==> config.mk <==
export PLATFORM = sky130hd
export DESIGN_NAME = uart_transmit_flat
export DESIGN_NICKNAME = d
export VERILOG_FILES = /design/src/rtl/uart_transmit_if.sv /design/src/rtl/uart_transmit.sv /design/src/flat_wrapper.sv
export SDC_FILE = /design/constraint.sdc
export NUM_CORES = 1
export LEC_CHECK = 0
export ABC_AREA = 1
export ABC_CLOCK_PERIOD_IN_PS = 5300
export BUFFER_PORTS_ARGS = -buffer_cell sky130_fd_sc_hd__buf_2
export CORE_MARGIN = 1
export CORE_UTILIZATION = 41
export CTS_CLUSTER_DIAMETER = 200
export DETAILED_ROUTE_END_ITERATION = 10
export PLACE_DENSITY = 0.62
export SLEW_MARGIN = 20
export SYNTH_ARGS = -nofsm -noshare
export SYNTH_HDL_FRONTEND = slang
export SYNTH_SLANG_ARGS = --single-unit
==> constraint.sdc <==
create_clock -name clk -period 5.3 [get_ports clk]
set_input_delay 0.265 -clock clk [delete_from_list [all_inputs] [get_ports clk]]
set_output_delay 0.265 -clock clk [all_outputs]
set_load 0.02 [all_outputs]
==> src/rtl/uart_transmit_if.sv <==
// Write-side and serial-side signals of the UART transmitter, grouped as one bus.
// The master drives bytes and the baud enable; the slave (transmitter) returns status and TXD.
interface uart_transmit_if #(
    parameter int FIFO_AW = 2
);
    logic [7:0]       data;
    logic             wr_en;
    logic             full;
    logic [FIFO_AW:0] level;
    logic             overrun;
    logic             trans_en;
    logic             txd;
    logic             txd_busy;

    modport master (
        output data, wr_en, trans_en,
        input  full, level, overrun, txd, txd_busy
    );

    modport slave (
        input  data, wr_en, trans_en,
        output full, level, overrun, txd, txd_busy
    );
endinterface

==> src/rtl/uart_transmit.sv <==
// UART transmitter: byte FIFO feeding an 8N1 serialiser (1 or 2 stop bits).
// Bit timing is driven entirely by the single-cycle baud enable trans_en.
module uart_transmit #(
    parameter int FIFO_AW   = 2,
    parameter int STOP_BITS = 1
) (
    input  logic           clk,
    input  logic           rst,
    uart_transmit_if.slave bus
);
    localparam int DEPTH = 1 << FIFO_AW;
    localparam logic STOP_LAST = (STOP_BITS == 2);

    typedef enum logic [1:0] {IDLE, START, DATA, STOP} state_t;

    state_t              state_reg, state_next;
    logic [7:0]          mem [DEPTH];
    logic [FIFO_AW-1:0]  wr_ptr_reg, rd_ptr_reg;
    logic [FIFO_AW:0]    level_reg;
    logic                overrun_reg;
    logic                txd_reg, txd_next;
    logic [7:0]          shift_reg, shift_next;
    logic [2:0]          bit_cnt_reg, bit_cnt_next;
    logic                stop_cnt_reg, stop_cnt_next;
    logic                fifo_empty, fifo_full;
    logic                push, pop;

    // Full/empty come from the registered level, so a byte written this cycle
    // is never visible to a pop decided on the same edge.
    assign fifo_empty = (level_reg == '0);
    assign fifo_full  = (level_reg == (FIFO_AW+1)'(DEPTH));
    assign push       = bus.wr_en && !fifo_full;

    always_comb begin
        state_next    = state_reg;
        txd_next      = txd_reg;
        shift_next    = shift_reg;
        bit_cnt_next  = bit_cnt_reg;
        stop_cnt_next = stop_cnt_reg;
        pop           = 1'b0;
        if (bus.trans_en) begin
            case (state_reg)
                IDLE: begin
                    if (!fifo_empty) begin
                        pop        = 1'b1;
                        shift_next = mem[rd_ptr_reg];
                        txd_next   = 1'b0;
                        state_next = START;
                    end
                end
                START: begin
                    txd_next     = shift_reg[0];
                    shift_next   = {1'b0, shift_reg[7:1]};
                    bit_cnt_next = 3'd0;
                    state_next   = DATA;
                end
                DATA: begin
                    if (bit_cnt_reg == 3'd7) begin
                        txd_next      = 1'b1;
                        stop_cnt_next = 1'b0;
                        state_next    = STOP;
                    end else begin
                        txd_next     = shift_reg[0];
                        shift_next   = {1'b0, shift_reg[7:1]};
                        bit_cnt_next = bit_cnt_reg + 3'd1;
                    end
                end
                STOP: begin
                    if (stop_cnt_reg == STOP_LAST) begin
                        // Chain straight into the next start bit when data is waiting.
                        if (!fifo_empty) begin
                            pop        = 1'b1;
                            shift_next = mem[rd_ptr_reg];
                            txd_next   = 1'b0;
                            state_next = START;
                        end else begin
                            txd_next   = 1'b1;
                            state_next = IDLE;
                        end
                    end else begin
                        stop_cnt_next = 1'b1;
                    end
                end
                default: state_next = IDLE;
            endcase
        end
    end

    always_ff @(posedge clk or posedge rst) begin
        if (rst) begin
            state_reg    <= IDLE;
            txd_reg      <= 1'b1;
            shift_reg    <= '0;
            bit_cnt_reg  <= '0;
            stop_cnt_reg <= 1'b0;
            wr_ptr_reg   <= '0;
            rd_ptr_reg   <= '0;
            level_reg    <= '0;
            overrun_reg  <= 1'b0;
        end else begin
            state_reg    <= state_next;
            txd_reg      <= txd_next;
            shift_reg    <= shift_next;
            bit_cnt_reg  <= bit_cnt_next;
            stop_cnt_reg <= stop_cnt_next;
            if (push) wr_ptr_reg <= wr_ptr_reg + 1'b1;
            if (pop)  rd_ptr_reg <= rd_ptr_reg + 1'b1;
            case ({push, pop})
                2'b10:   level_reg <= level_reg + 1'b1;
                2'b01:   level_reg <= level_reg - 1'b1;
                default: level_reg <= level_reg;
            endcase
            if (bus.wr_en && fifo_full) overrun_reg <= 1'b1;
        end
    end

    // Storage has no reset; stale entries are unreachable once the pointers clear.
    always_ff @(posedge clk) begin
        if (push) mem[wr_ptr_reg] <= bus.data;
    end

    assign bus.full     = fifo_full;
    assign bus.level    = level_reg;
    assign bus.overrun  = overrun_reg;
    assign bus.txd      = txd_reg;
    assign bus.txd_busy = (state_reg != IDLE) || !fifo_empty;
endmodule

==> src/flat_wrapper.sv <==
// flat-port wrapper written by rule: the top's interface ports become plain ports
module uart_transmit_flat 
#(
    parameter int FIFO_AW   = 2,
    parameter int STOP_BITS = 1
)
  (clk, rst, bus_data, bus_wr_en, bus_trans_en, bus_full, bus_level, bus_overrun, bus_txd, bus_txd_busy);
  uart_transmit_if #(.FIFO_AW(FIFO_AW)) bus_i ();
  input  logic clk;
  input  logic rst;
  input wire logic [$bits(bus_i.data)-1:0] bus_data;
  input wire logic [$bits(bus_i.wr_en)-1:0] bus_wr_en;
  input wire logic [$bits(bus_i.trans_en)-1:0] bus_trans_en;
  output wire logic [$bits(bus_i.full)-1:0] bus_full;
  output wire logic [$bits(bus_i.level)-1:0] bus_level;
  output wire logic [$bits(bus_i.overrun)-1:0] bus_overrun;
  output wire logic [$bits(bus_i.txd)-1:0] bus_txd;
  output wire logic [$bits(bus_i.txd_busy)-1:0] bus_txd_busy;
  assign bus_i.data = bus_data;
  assign bus_i.wr_en = bus_wr_en;
  assign bus_i.trans_en = bus_trans_en;
  assign bus_full = bus_i.full;
  assign bus_level = bus_i.level;
  assign bus_overrun = bus_i.overrun;
  assign bus_txd = bus_i.txd;
  assign bus_txd_busy = bus_i.txd_busy;
  uart_transmit #(.FIFO_AW(FIFO_AW), .STOP_BITS(STOP_BITS)) u_core (.clk(clk), .rst(rst), .bus(bus_i));
endmodule
==> results.cfg <==
[power]
seqPwrFrac_pct = 43.8
power.leakage_nw = 1.31
combPwrFrac_pct = 40.7
peakVddDrop_v = 0.000257
swShare_pct = 42.2
switchingPower_mw = 0.658
clkPwrFrac_pct = 15.5
internal_power_mw = 0.902
power.total_mw = 1.56
p_per_area_nw_per_um2 = 552

[layout]
post-route-cell-area_um2 = 2820
final_cells = 353
synthToLayoutAreaGrowth_pct = 8.98
largest_reg_flops = 32
fin_nets = 302
diodes = 0
drive_gt1_share_pct = 15.8
finish.utilization_pct = 46.9

[synth]
synth-adder-area-share_pct = 6.57
synth_xor_area_share_pct = 1.35
ys_ff_latch = 54
syn_nets = 283
synth_compound_area_share_pct = 3.52
synth_top_area_cell = edfxtp_1
yosys_warnings = 0
synth.cell_area_um2 = 2590
synthSimpleGateAreaFrac_pct = 23.8
syn_inst = 258
synthMuxAreaShare_pct = 0
synth_top_area_share_pct = 37.1
synth_top_family_by_area = simple AND/OR/NAND/NOR gates
yosysUniqueCellTypes = 31
syn_avg_cell_area_um2 = 10.0
synth_seq_area_share_pct = 58.4
synthTopCellsByArea = edfxtp_1 (37%), dfrtp_1 (20%), nand2_1 (11%)

[global_route]
grt_pass1_wl_um = 7310
grt_max_degree = 23
grt_pass1_vias = 1537
antenna_found_initial = 0
track_usage_pct = 15.3
grt-ovfl-total = 0

[critical_path]
path_buf_inv = 4
critPathKind = flop to flop
cp_slowest_cell = dfrtp_1
path_common_cell = inv_1
critPathMaxFanout = 14
crit_required_ns = 5.50
cp_slowest_stage_delay_ns = 0.43
arrival_ns = 3.01
cp-start-kind = flop
worst_path_dominant_cell_family = adder cells
end_kind = flop
crit_chain = inv_1 > ha_1 > inv_1 > nand3_1 > inv_1 > ha_1 > inv_1 > fa_1 > a21oi_1 > o21ai_0 > xor2_1

[die]
die_area_um2 = 6640
num_rows = 28
initial_core_util_pct = 43.0
core_um2 = 6030
pin_count = 19
die_x_um = 81.5
die_h_um = 81.5

[cts]
worstSkewPairLatency_ns = 0.31
clkTransAtPathRegs_ns = 0.10
root_buffer = clkbuf_8
cts_tree = done
clock_path_buffers = 2
cts.sinks = 54
cts_hold_buf = 0
post_cts_buffers = 0
cts_resized = 0
htree_num_levels = 2
cts_made_buffers = 5

[route]
ant_nets = 0
vias = 1668
via_per_inst = 4.73
drc = 0
wire_per_inst_um = 12.4
drt_iter0_drc = 112
wirelength_um = 4370
drtPass1Iterations = 4

[sta]
hold_violations = 0
fmax_mhz = 356
tns_ns = 0
post-route-period-util_pct = 53.0
slew-limit-headroom_pct = 42.3
rsz0062_at_grt = no
setup_viol = 0
tightest_slew_ns = 0.864
drv_slew = 0
fin_crit_ns = 2.81
fin_worst_skew_ns = 0.00832

[worst_hold_path]
holdCritPathClass = input port to async pin

[place]
dpl-instance-area_um2 = 2730
io_buffer_count = 18
placedCellCount = 345
globalplace.congestion = 0.789
dp_hpwl_um = 2980

[run]
maxCapViolations = 0

[run_status]
status = finished clean
cell usage in the layout (no fill, tap or decap):
cell type	instances
nand2_1	76
edfxtp_1	32
inv_1	30
nand3_1	25
dfrtp_1	21
nor2_1	18
buf_2	18
ha_1	12
o21ai_0	6
clkbuf_8	5
a21oi_1	4
xor2_1	3
or2_1	3
nor2_2	3
nor2_4	2
inv_2	2
or2_2	2
a21oi_2	2
inv_6	2
xnor2_1	1
a31o_2	1
nor2_8	1
nand3_2	1
o211ai_1	1
nand3_4	1
nand2_4	1
nand2_2	1
o31ai_1	1
fa_1	1
clkinv_4	1
dfstp_2	1
cell families after synthesis:
| logic type | count (synthesis) |
|---|---|
| simple gates | 134 |
| flops | 54 |
| buf+inv | 38 |
| compound gates | 15 |
| fa+ha+maj | 13 |
| xor+xnor | 4 |
stage by stage:
step | setup slack [ns] | hold WS, ns
after CTS | 2.48 | 0.147
after global routing | 2.17 | 0.143
final | 2.49 | 0.113
after detailed placement | 2.50 | 0.456
after floorplan | 3.04 | 0.253
after global placement | 2.64 | 0.455
cell type report:
class	instances	area, um^2
fillers	584	3200
flip-flops and latches	54	1510
multi-input cells	166	912
inverters	32	120
well taps	75	93.8
repair buffers	18	90.1
clock buffers	5	68.8
clock inverters	3	26.3
metal layers:
| layer | share of wire, % | track usage [%] |
|---|---|---|
| met1 | 50 | 20.0 |
| met2 | 45 | 24.7 |
| met3 | 3.2 | 3.33 |
| met4 | 1.8 | 6.43 |
| met5 | 0 | 0 |
power groups by stage:
stage | Clock [mW] | Sequential [mW] | Combinational [mW]
2_1_floorplan | 0 | 0.668 | 0.523
3_3_place_gp | 0 | 0.691 | 0.628
3_5_place_dp | 0 | 0.695 | 0.641
4_1_cts | 0.249 | 0.686 | 0.644
5_1_grt | 0.266 | 0.703 | 0.737
6_report | 0.242 | 0.683 | 0.634
synthesized netlist by cell type, drive strengths merged:
cell    number
ha          12
xnor2        1
dfrtp       21
o211ai       1
fa           1
dfstp        1
a21oi        6
xor2         3
nand3       27
o21ai        6
buf          5
inv         32
nand2       78
or2          5
o31ai        1
edfxtp      32
clkbuf       1
a31o         1
nor2        24
worst paths after layout:
check | start | endpoint | slack (ns) | depth (start not counted)
worst max-delay path | u_core.state_reg[0] | u_core.bus.level[2] | 2.49 | 11
worst min-delay path | rst | u_core.bus.level[0] | 0.11 | 2
worst max register to register | u_core.state_reg[0] | u_core.bus.level[2] | 2.49 | 11
worst min register to register | u_core.bus.txd | u_core.bus.txd | 0.47 | 2
max in group asynchronous | rst | u_core.shift_reg[0] | 4.65 | 2
min in group clk | bus_data[3] | u_core.mem[1][3] | 0.16 | 1
Power figures use the tool's default switching activity.
